===== src/rtl/sc_micro_sequencer.sv =====
// Microprogram sequencer: microPC, MIR, PSR, next-address selection and a
// return-address stack for CALL/RET microsubroutines. Control store is external.
module sc_micro_sequencer #(
  parameter int ADDRWIDTH  = 11,
  parameter int OPWIDTH    = 8,
  parameter int CONDWIDTH  = 4,
  parameter int DPWIDTH    = 30,
  parameter int STACKDEPTH = 4,
  parameter int MIRWIDTH   = DPWIDTH + CONDWIDTH + ADDRWIDTH
) (
  input  logic                 SC_MicroSeq_CLOCK_50,
  input  logic                 SC_MicroSeq_RESET_InHigh,
  input  logic                 SC_MicroSeq_Stall_InHigh,
  input  logic [3:0]           SC_MicroSeq_Flags_In,
  input  logic                 SC_MicroSeq_FlagsWrite_InLow,
  input  logic                 SC_MicroSeq_IR13_In,
  input  logic [OPWIDTH-1:0]   SC_MicroSeq_IR_OP_In,
  input  logic [MIRWIDTH-1:0]  SC_MicroSeq_Store_InBUS,
  output logic [ADDRWIDTH-1:0] SC_MicroSeq_Addr_OutBUS,
  output logic [DPWIDTH-1:0]   SC_MicroSeq_DP_OutBUS,
  output logic [3:0]           SC_MicroSeq_Psr_Out,
  output logic                 SC_MicroSeq_Taken_Out,
  output logic                 SC_MicroSeq_StackErr_Out
);

  localparam int SPWIDTH    = $clog2(STACKDEPTH + 1);
  localparam int IDXWIDTH   = (STACKDEPTH > 1) ? $clog2(STACKDEPTH) : 1;
  localparam int STACKSLOTS = 1 << IDXWIDTH;

  localparam logic [CONDWIDTH-1:0] COND_JN     = CONDWIDTH'(1);
  localparam logic [CONDWIDTH-1:0] COND_JZ     = CONDWIDTH'(2);
  localparam logic [CONDWIDTH-1:0] COND_JV     = CONDWIDTH'(3);
  localparam logic [CONDWIDTH-1:0] COND_JC     = CONDWIDTH'(4);
  localparam logic [CONDWIDTH-1:0] COND_JIR13  = CONDWIDTH'(5);
  localparam logic [CONDWIDTH-1:0] COND_JMP    = CONDWIDTH'(6);
  localparam logic [CONDWIDTH-1:0] COND_DECODE = CONDWIDTH'(7);
  localparam logic [CONDWIDTH-1:0] COND_CALL   = CONDWIDTH'(8);
  localparam logic [CONDWIDTH-1:0] COND_RET    = CONDWIDTH'(9);
  localparam logic [CONDWIDTH-1:0] COND_JNZ    = CONDWIDTH'(10);
  localparam logic [CONDWIDTH-1:0] COND_JNC    = CONDWIDTH'(11);

  logic                 clk;
  logic                 srst;
  logic [MIRWIDTH-1:0]  mirReg;
  logic [ADDRWIDTH-1:0] upcReg;
  logic [3:0]           psrReg;
  logic [SPWIDTH-1:0]   spReg;
  logic                 stackErrReg;
  logic [ADDRWIDTH-1:0] stackMem [STACKSLOTS];

  logic [CONDWIDTH-1:0] condField;
  logic [ADDRWIDTH-1:0] jumpAddr;
  logic [ADDRWIDTH-1:0] seqAddr;
  logic [ADDRWIDTH-1:0] topAddr;
  logic [ADDRWIDTH-1:0] decodeAddr;
  logic [ADDRWIDTH-1:0] nextAddr;
  logic                 takenNext;
  logic                 isCall;
  logic                 isRet;
  logic                 stackEmpty;
  logic                 stackFull;
  logic                 advance;

  assign clk        = SC_MicroSeq_CLOCK_50;
  assign srst       = SC_MicroSeq_RESET_InHigh;
  assign advance    = ~SC_MicroSeq_Stall_InHigh;
  assign condField  = mirReg[ADDRWIDTH +: CONDWIDTH];
  assign jumpAddr   = mirReg[ADDRWIDTH-1:0];
  assign seqAddr    = upcReg + ADDRWIDTH'(1);
  assign stackEmpty = (spReg == '0);
  assign stackFull  = (spReg == SPWIDTH'(STACKDEPTH));
  assign topAddr    = stackMem[IDXWIDTH'(spReg - SPWIDTH'(1))];
  // DECODE lands on a 4-word-aligned slot in the upper half of microstore
  assign decodeAddr = {1'b1, SC_MicroSeq_IR_OP_In, {(ADDRWIDTH-OPWIDTH-1){1'b0}}};

  always_comb begin
    nextAddr  = seqAddr;
    takenNext = 1'b0;
    isCall    = 1'b0;
    isRet     = 1'b0;
    case (condField)
      COND_JN:     takenNext = psrReg[3];
      COND_JZ:     takenNext = psrReg[2];
      COND_JV:     takenNext = psrReg[1];
      COND_JC:     takenNext = psrReg[0];
      COND_JIR13:  takenNext = SC_MicroSeq_IR13_In;
      COND_JNZ:    takenNext = ~psrReg[2];
      COND_JNC:    takenNext = ~psrReg[0];
      COND_JMP:    takenNext = 1'b1;
      COND_DECODE: takenNext = 1'b1;
      COND_CALL: begin
        takenNext = 1'b1;
        isCall    = 1'b1;
      end
      COND_RET: begin
        takenNext = 1'b1;
        isRet     = 1'b1;
      end
      default: ;
    endcase
    if (takenNext) begin
      if (condField == COND_DECODE)
        nextAddr = decodeAddr;
      else if (isRet)
        nextAddr = stackEmpty ? '0 : topAddr;
      else
        nextAddr = jumpAddr;
    end
  end

  always_ff @(posedge clk) begin
    if (srst) begin
      mirReg      <= '0;
      upcReg      <= '1;
      psrReg      <= '0;
      spReg       <= '0;
      stackErrReg <= 1'b0;
    end else if (advance) begin
      mirReg <= SC_MicroSeq_Store_InBUS;
      upcReg <= nextAddr;
      if (!SC_MicroSeq_FlagsWrite_InLow)
        psrReg <= SC_MicroSeq_Flags_In;
      // A full-stack CALL still jumps; only the return address is lost
      if (isCall) begin
        if (stackFull) stackErrReg <= 1'b1;
        else           spReg <= spReg + SPWIDTH'(1);
      end else if (isRet) begin
        if (stackEmpty) stackErrReg <= 1'b1;
        else            spReg <= spReg - SPWIDTH'(1);
      end
    end
  end

  generate
    for (genvar gi = 0; gi < STACKSLOTS; gi++) begin : gStackSlot
      always_ff @(posedge clk) begin
        if (!srst && advance && isCall && !stackFull && (IDXWIDTH'(spReg) == IDXWIDTH'(gi)))
          stackMem[gi] <= seqAddr;
      end
    end
  endgenerate

  assign SC_MicroSeq_Addr_OutBUS  = nextAddr;
  assign SC_MicroSeq_DP_OutBUS    = mirReg[MIRWIDTH-1 -: DPWIDTH];
  assign SC_MicroSeq_Psr_Out      = psrReg;
  assign SC_MicroSeq_Taken_Out    = takenNext;
  assign SC_MicroSeq_StackErr_Out = stackErrReg;

endmodule

===== config.mk =====
export PLATFORM = sky130hd
export DESIGN_NAME = sc_micro_sequencer
export DESIGN_NICKNAME = d
export VERILOG_FILES = /design/src/rtl/sc_micro_sequencer.sv
export SDC_FILE = /design/constraint.sdc
export NUM_CORES = 1
export LEC_CHECK = 0
export CORE_UTILIZATION = 35
export DETAILED_ROUTE_END_ITERATION = 16
export PLACE_DENSITY = 0.61
export RECOVER_POWER = 100
export SLEW_MARGIN = 20
export SYNTH_ARGS = -nofsm -noshare
export SYNTH_HDL_FRONTEND = slang
export SYNTH_SLANG_ARGS = --single-unit

===== constraint.sdc =====
create_clock -name SC_MicroSeq_CLOCK_50 -period 7.8 [get_ports SC_MicroSeq_CLOCK_50]
set_input_delay 1.17 -clock SC_MicroSeq_CLOCK_50 [delete_from_list [all_inputs] [get_ports SC_MicroSeq_CLOCK_50]]
set_output_delay 1.17 -clock SC_MicroSeq_CLOCK_50 [all_outputs]
set_load 0.005 [all_outputs]

---- Word-level counts from Yosys, hierarchy flattened ----
Memory sizes are Yosys's and may differ from the RTL's.
Cells that the tools add are included.
cells by class
  add/subtract/negate cells ............... 3
  equal/unequal tests ..................... 18
  multiplexer cells ....................... 32
  bitwise gates (word level) .............. 4
  reductions and logical operators ........ 20
operator list
  operator                                                               count
  11-bit two-way mux                                                     7
  11-bit OR reduction                                                    3
  1-bit two-way mux                                                      17
  4-bit by 3-bit equality test with 1-bit output, second input constant  4
  4-bit equality test, second input constant                             4
  3-bit two-way mux                                                      4
  11-bit by 1-bit adder with 11-bit output, second input constant        1
  4-bit by 2-bit equality test with 1-bit output, second input constant  2
  1-bit one-hot mux with 8 select lines                                  1
  4-bit AND reduction                                                    2
  1-bit logical AND                                                      7
  2-bit two-way mux                                                      3
  2-bit equality test, second input constant                             2
  4-bit by 1-bit equality test with 1-bit output, second input constant  1
  2-bit != test, second input constant                                   2
  1-bit inverter                                                         4
  2-bit nonzero test                                                     2
  4-bit OR reduction                                                     1
  3-bit by 1-bit adder with 3-bit output, second input constant          1
  3-bit equality test, second input constant                             1
  3-bit logical NOT                                                      1
  3-bit by 1-bit subtractor with 3-bit output, second input constant     1
  2-bit by 1-bit equality test with 1-bit output, second input constant  1
  1-bit logical NOT                                                      2
  3 further kinds                                                        3
word-level totals
  register bits after elaboration ......... 64
  RAM bits ................................ 44
  bits of input ports ..................... 62
  output and inout port bits .............. 47
  word-level logic and storage cells ...... 83
  memories ................................ 1
memory list
  name      depth  bits a word  rd ports  clocked after Yosys merged registers in  wr ports  RTL line  text
  stackMem  4      11           1         0                                        1         49        logic [ADDRWIDTH-1:0] stackMem [STACKSLOTS];

---- Depth between registers and ports, before layout ----
Gate-level depths: netlist of the first run.
  word-level depth ........................ 11
  mapped depth ............................ 9

---- Least setup slack after synthesis of the first run ----
No wires, ideal clock.
  kind .................................... register to output
  from .................................... register spReg[0]
  to ...................................... output SC_MicroSeq_Addr_OutBUS[10]
  data arrival time ....................... 2477 ps
  data required time ...................... 6630 ps
  setup slack ............................. 4153 ps
  stages on the path, launching flop included .. 8
  buffers on the path ..................... 2
  path through ............................ dfxtp_1 > buf_2 > inv_1 > ha_1 > clkbuf_1 > mux4_2 > a221o_1 > mux2_4
between the ends
  word-level cells in the longest chain between the ends .. 6
RTL lines
  item                                         RTL line  text
  start: declaration                           47        logic [SPWIDTH-1:0] spReg;
  start signal: assignment                     126       else spReg <= spReg + SPWIDTH'(1);
  start signal: assignment                     129       else spReg <= spReg - SPWIDTH'(1);
  3-bit by 1-bit subtractor with 3-bit output  n/a
  memory 4 x 11 bit                            n/a
  11-bit two-way mux *                         105       nextAddr = stackEmpty ? '0 : topAddr;
  11-bit two-way mux *                         104       else if (isRet)
  11-bit two-way mux *                         102       if (condField == COND_DECODE)
  11-bit two-way mux *                         101       if (takenNext) begin
  end: declaration                             19        output logic [ADDRWIDTH-1:0] SC_MicroSeq_Addr_OutBUS,
Every way passes the cells marked *; elsewhere a longest branch is shown, timed or not.

---- Worst setup path in the final report of the first run ----
  from .................................... input SC_MicroSeq_RESET_InHigh
  to ...................................... memory stackMem[3][3], enable pin
between the ends
  word-level cells in the longest chain between the ends .. 11
RTL lines
  item                                                                                         RTL line  text
  start: declaration                                                                           12        input logic SC_MicroSeq_RESET_InHigh,
  1-bit logical NOT *                                                                          137       if (!srst && advance && isCall && !stackFull && (IDXWIDTH'(spReg) == IDXWIDTH'(gi)))
  1-bit logical AND * (3 in a row)                                                             137
  1-bit logical AND                                                                            137
  1-bit two-way mux                                                                            137
  1-bit two-way mux (not written as such)                                                      138       stackMem[gi] <= seqAddr;
  11-bit OR reduction (no source line)                                                         n/a
  2-bit two-way mux (no source line) / 1-bit two-way mux (equally long branches) (3 in a row)  n/a
  end: declaration                                                                             49
Marks and branches as above.

==> impl_metrics.json, run 1 <==
{
  "rrSetupSlack_ns": 4.44,
  "routed_via_density": 4.979,
  "drive_gt1_share_pct": 7.769,
  "min_to": "SC_MicroSeq_StackErr_Out$_SDFFE_PP0P_",
  "gp_congestion": 0.7632,
  "holdCritPathClass": "flop to flop",
  "final_common_cell": "dfxtp_1",
  "register_area_um2": 2603,
  "synth-edff-count": 44,
  "worst_pin_slew_ns": 3.034,
  "setup_viol": 0,
  "wl_per_cell_um": 16.18,
  "cts_hold_buf": 0,
  "ys_types": 50,
  "period_minus_slack_ns": 5.330,
  "wirelength_um": 10970,
  "ys_seq_area_share_pct": 53.09,
  "final_hold_viol_count": 0,
  "cts_root_buf": "clkbuf_16",
  "die_h_um": 120.4,
  "end_kind": "flop",
  "syn_area_per_cell_um2": 11.30,
  "finalMaxSlewViolations": 67,
  "synthFlopType": "dfxtp_1",
  "required_ns": 7.75,
  "crit_type": "primary input to flop",
  "slew_headroom_pct": -102.3,
  "multi_input_area_um2": 1927,
  "io_buffers": 108,
  "finalCritPeriodShare_pct": 68.33,
  "cts_sinks": 108,
  "synth-seq-cells": 108,
  "grt.overflow.total": 0,
  "timing.rr.end": "upcReg[9]$_SDFFE_PP1N_",
  "io_pins": 109,
  "design_area_um2": 6173,
  "critPathLaunchType": "primary input",
  "ir_drop_mv": 0.1080,
  "antenna_found_initial": 0,
  "ys_warn_count": 0,
  "fin_skew_ns": 0.004130,
  "worst_r2r_path_depth": 7,
  "hpwl_um": 7766,
  "worstHoldStart": "SC_MicroSeq_StackErr_Out$_SDFFE_PP0P_",
  "grt_max_degree": 67,
  "clk_latency_ns": 0.34,
  "r2r-start": "spReg[0]$_SDFFE_PP0P_",
  "clkTransAtPathRegs_ns": 0.07,
  "leakagePower_nw": 2.425,
  "hold_depth": 2,
  "drtIter0Drc": 174,
  "place_area_um2": 5861,
  "die-area_um2": 14480,
  "fp-row-count": 42,
  "via_count": 3376,
  "post-cts-setup-buffers": 0,
  "syn_inst": 434,
  "cts_tree": "done",
  "violations": "max-capacitance violations, max-slew violations",
  "cts_buffers": 9,
  "status": "finished with violations",
  "layout_common_cells": "dfxtp_1 (64), nor2_1 (61), clkdlybuf4s50_1 (60)",
  "crit_fanout": 66,
  "fmax_mhz": 187.6,
  "cp.arrival_ns": 5.28,
  "finalWorstSetupSlack_ns": 2.470,
  "grt_usage_pct": 16.20,
  "powerDensity_nw_per_um2": 224.8,
  "drv_cap": 1,
  "clock_path_buffers": 2,
  "rsz0062_at_grt": "false",
  "die_w_um": 120.4,
  "cts_resized": 0,
  "grt_pass1_wl_um": 17790,
  "synth_fp_nets": 502,
  "cts_max_level": 3,
  "first_global_vias": 3401,
  "core_area_um2": 13450,
  "syn_area_um2": 4902,
  "nets": 565,
  "start_util_pct": 36.44,
  "dr.pass1.iters": 4,
  "synthToLayoutAreaGrowth_pct": 25.93,
  "tns_ns": 0,
  "async_flop_share_pct": 0,
  "ant_nets": 0,
  "drc": 0,
  "pre_cts_slack_ns": 3.022,
  "nFillCells": 1266,
  "num_antenna_cells": 0
}
-- routing by layer --
| metal | up-vias | GRT usage, % | routed length (um) |
|---|---|---|---|
| li1 | 1655 | - | - |
| met1 | 1619 | 20.02 | 4777 |
| met2 | 88 | 26.44 | 5367 |
| met3 | 14 | 4.151 | 622 |
| met4 | 0 | 7.562 | 199 |
| met5 | - | 0 | 0 |
-- kinds of logic after synthesis --
logic type,synth area share [%]
buf+inv,7.606
mux,15.21
fa+ha+maj,1.531
simple gates,12.86
compound gates,7.376
flops,53.09
xor+xnor,2.323
-- state kept, by name, indices dropped and copies added (netlist names) --
register / cells
mirReg: 45
stackMem: 44
upcReg: 11
SC_MicroSeq_Psr_Out: 4
spReg: 3
SC_MicroSeq_StackErr_Out: 1
-- power breakdown --
group / internal, mW / total (mW) / leakage, nW / switching [mW]
registers: 0.635 / 0.660 / 0.922 / 0.0254
clock network: 0.280 / 0.483 / 0.155 / 0.202
logic: 0.130 / 0.245 / 1.35 / 0.115
total: 1.04 / 1.39 / 2.43 / 0.343
-- final cells by class --
| class | instances | area share (%) |
|---|---|---|
| clock buffer | 9 | 3.648 |
| timing repair buffer | 110 | 17.57 |
| clock inverter | 7 | 1.480 |
| sequential | 108 | 42.16 |
| tap | 176 | 3.567 |
| multi-input combinational | 262 | 31.21 |
| inverter | 6 | 0.3648 |
-- synthesized netlist by cell type, types with 8 or more instances --
cell type | n | area, um2
xnor2_1 | 10 | 87.58
nor2_1 | 61 | 229.0
clkbuf_1 | 16 | 60.06
a22oi_1 | 8 | 60.06
mux2i_1 | 46 | 460.4
nand2_1 | 29 | 108.9
dfxtp_1 | 64 | 1281
a21oi_1 | 8 | 40.04
edfxtp_1 | 44 | 1321
mux4_2 | 11 | 247.7
buf_4 | 31 | 232.7
-- metrics by stage --
| step | hold slack [ns] | instances | util [%] | total power [mW] |
|---|---|---|---|---|
| 2_1_floorplan | 0.4605 | 434 | - | 0.8164 |
| 3_3_place_gp | 0.4741 | 662 | 43.56 | 0.9271 |
| 3_5_place_dp | 0.4745 | 662 | 43.56 | 0.9331 |
| 4_1_cts | 0.4926 | 678 | 45.92 | 1.414 |
| 5_1_grt | 0.5199 | 678 | 45.89 | 1.452 |
| 6_report | 0.4774 | 678 | 45.89 | 1.388 |
-- worst max-delay path: stages --
cell and delay (ns):
buf_2 0.08, clkbuf_1 2.12, nor2_1 0.87, and3_1 0.49
and2_0 0.49
-- worst max-delay path by stage --
stage / cells past startpoint / end / from
after floorplan: 7 / SC_MicroSeq_Addr_OutBUS[10] / spReg[0]$_SDFFE_PP0P_
after global placement: 7 / SC_MicroSeq_Addr_OutBUS[10] / SC_MicroSeq_IR13_In
after detailed placement: 7 / SC_MicroSeq_Addr_OutBUS[10] / SC_MicroSeq_IR13_In
after CTS: 7 / SC_MicroSeq_Addr_OutBUS[9] / spReg[0]$_SDFFE_PP0P_
after global routing: 5 / stackMem[3][6]$_DFFE_PP_ / SC_MicroSeq_RESET_InHigh
final: 5 / stackMem[3][3]$_DFFE_PP_ / SC_MicroSeq_RESET_InHigh
Power figures use the tool's default switching activity.
==> run 2, diff against run 1 <==
- clock period: 7.8 -> 5.35 ns (I/O delays scaled with it)
==> run 2 against run 1 <==
  * The run now ends clean
  * Routed wire length increased by 2.7%
  * Combinational power increased by 47%
  * Count of clock-buffer cells in the layout grew 2
  * Sequential power up 45%
  * Via count is 1.5% higher
  * Hold slack improved by 0.0017 ns
  * Clock skew up 0.0044 ns
  * Largest power group unchanged
  * Highest routed layer unchanged
==> impl_metrics.json, run 2 (synthesized netlist as in run 1, its figures left out) <==
{
  "largest_reg_flops": 45,
  "finalMaxSlewViolations": 0,
  "grt_usage_pct": 16.27,
  "nFillCells": 1310,
  "cts_root_buf": "clkbuf_16",
  "wl_per_cell_um": 16.57,
  "swShare_pct": 25.63,
  "fp-row-count": 42,
  "rsz0062_at_grt": "false",
  "cp.arrival_ns": 3.53,
  "path_buf_inv": 3,
  "clock_path_buffers": 2,
  "grt.busiest_layer": "met2",
  "tns_ns": 0,
  "worstSetupStartpoint": "spReg[0]$_SDFFE_PP0P_",
  "first_global_vias": 3423,
  "gp_congestion": 0.7479,
  "clkTransAtPathRegs_ns": 0.07,
  "cp_slowest_cell": "ha_1",
  "final_common_cell": "dfxtp_1",
  "routed_via_density": 5.038,
  "wirelength_um": 11270,
  "cts_max_level": 3,
  "cts_resized": 0,
  "die_w_um": 120.4,
  "post-cts-setup-buffers": 0,
  "crit_fanout": 15,
  "clkPwrFrac_pct": 32.6,
  "worstHoldStart": "SC_MicroSeq_StackErr_Out$_SDFFE_PP0P_",
  "grt_use_met3_pct": 3.726,
  "num_antenna_cells": 0,
  "hpwl_um": 7741,
  "powerDensity_nw_per_um2": 318.6,
  "layout.cells.non_filler": 680,
  "ir_drop_mv": 0.1394,
  "cts_buffers": 9,
  "crit_path_max_incr_delay_ns": 0.68,
  "synthToLayoutAreaGrowth_pct": 25.47,
  "io_buffers": 108,
  "top_register": "mirReg",
  "cp_cell_sequence": "buf_4, inv_1, ha_1, mux4_2, and3_1, a221o_1, mux2_1, dlygate4sd3_1",
  "core_area_um2": 13450,
  "fmax_mhz": 231.0,
  "ant_nets": 0,
  "cts_hold_buf": 0,
  "status": "completed",
  "start_util_pct": 36.44,
  "cts_tree": "done",
  "top_regs": "mirReg: 45 flops, stackMem: 44 flops, upcReg: 11 flops",
  "die_h_um": 120.4,
  "end_kind": "output port",
  "period_minus_slack_ns": 4.329,
  "required_ns": 4.55,
  "via_count": 3426,
  "r2r-start": "spReg[0]$_SDFFE_PP0P_",
  "combPwrFrac_pct": 18.4,
  "worst_pin_slew_ns": 1.270,
  "grt.overflow.total": 0,
  "slew_headroom_pct": 13.17,
  "grt_max_degree": 66,
  "finalCritPeriodShare_pct": 80.91,
  "grt_pass1_wl_um": 17800,
  "met2_usage_pct": 26.90,
  "p_int_mw": 1.457,
  "antenna_found_initial": 0,
  "cts_sinks": 108,
  "critPathLaunchType": "flop",
  "crit_type": "flop to output port",
  "grt_util_met1_pct": 19.83,
  "dr.pass1.iters": 4,
  "dp_cells": 664,
  "drv_cap": 0,
  "leakagePower_nw": 2.415,
  "switchingPower_uw": 502.2,
  "setup_viol": 0,
  "nets": 567,
  "layout_common_cells": "dfxtp_1 (64), nor2_1 (61), clkdlybuf4s50_1 (60)",
  "drtIter0Drc": 115,
  "drive_gt1_share_pct": 7.341,
  "fin_skew_ns": 0.008573,
  "io_pins": 109,
  "final_hold_viol_count": 0,
  "die-area_um2": 14480,
  "crit_family": "buffers and inverters",
  "seqPwrFrac_pct": 49.0,
  "clk_latency_ns": 0.35,
  "holdCritPathClass": "flop to flop",
  "drc": 0
}
[run 2: changes by cell type in the layout (fill, tap and decap cells not counted), sizes merged]
| cell | previous run | this run |
|---|---|---|
| clkbuf | 10 | 12 |
| bufinv | 2 | 0 |
| buf | 3 | 5 |
[run 2: final cells by class]
class | instances | area, um2 | share of cell area (%)
tap | 176 | 220.2 | 3.580
sequential | 108 | 2603 | 42.31
clock buffer | 11 | 254.0 | 4.129
timing repair buffer | 112 | 1100 | 17.88
inverter | 6 | 22.52 | 0.3662
clock inverter | 5 | 35.03 | 0.5696
multi-input combinational | 262 | 1917 | 31.16
[run 2: worst paths after layout]
kind / endpoint / slack, ns / cells past startpoint
max: SC_MicroSeq_Addr_OutBUS[9] / 1.02 / 8
max reg2reg: upcReg[9]$_SDFFE_PP1N_ / 2.40 / 8
min reg2reg: SC_MicroSeq_StackErr_Out$_SDFFE_PP0P_ / 0.48 / 2
min: SC_MicroSeq_StackErr_Out$_SDFFE_PP0P_ / 0.48 / 2
[run 2: worst reg2reg max path: stages (launching register included)]
cell,delay (ns)
dfxtp_1,0.31
buf_4,0.28
inv_1,0.14
ha_1,0.68
mux4_2,0.41
and3_1,0.20
a221o_1,0.26
mux2_1,0.33
o31a_1,0.24
[run 2: routing by layer]
| metal | routed length [um] | share of wire, % | vias to the layer above |
|---|---|---|---|
| met4 | 331 | 2.9 | 0 |
| li1 | - | - | 1648 |
| met5 | 0 | 0 | - |
| met3 | 698 | 6.2 | 19 |
| met1 | 4801 | 43 | 1652 |
| met2 | 5435 | 48 | 107 |
[run 2: metrics by stage]
step           utilization, %  setup slack, ns  instance area [um2]  hold slack [ns]  power (mW)
4_1_cts                 45.82            1.149                 6165           0.4998       2.006
2_1_floorplan               -            2.071                 4902           0.4605       1.190
3_3_place_gp            43.68            1.611                 5876           0.4701       1.357
6_report                45.72            1.021                 6151           0.4791       1.959
5_1_grt                 45.72           0.8541                 6151           0.5170       2.047
3_5_place_dp            43.68            1.549                 5876           0.4833       1.364
[run 2: power by group through the flow]
stage | registers [mW] | clock network (mW) | logic, mW
floorplan | 0.963 | 0 | 0.227
global placement | 0.978 | 0 | 0.379
detailed placement | 0.979 | 0 | 0.386
CTS | 0.961 | 0.658 | 0.388
global route | 0.966 | 0.683 | 0.398
finish | 0.960 | 0.640 | 0.360
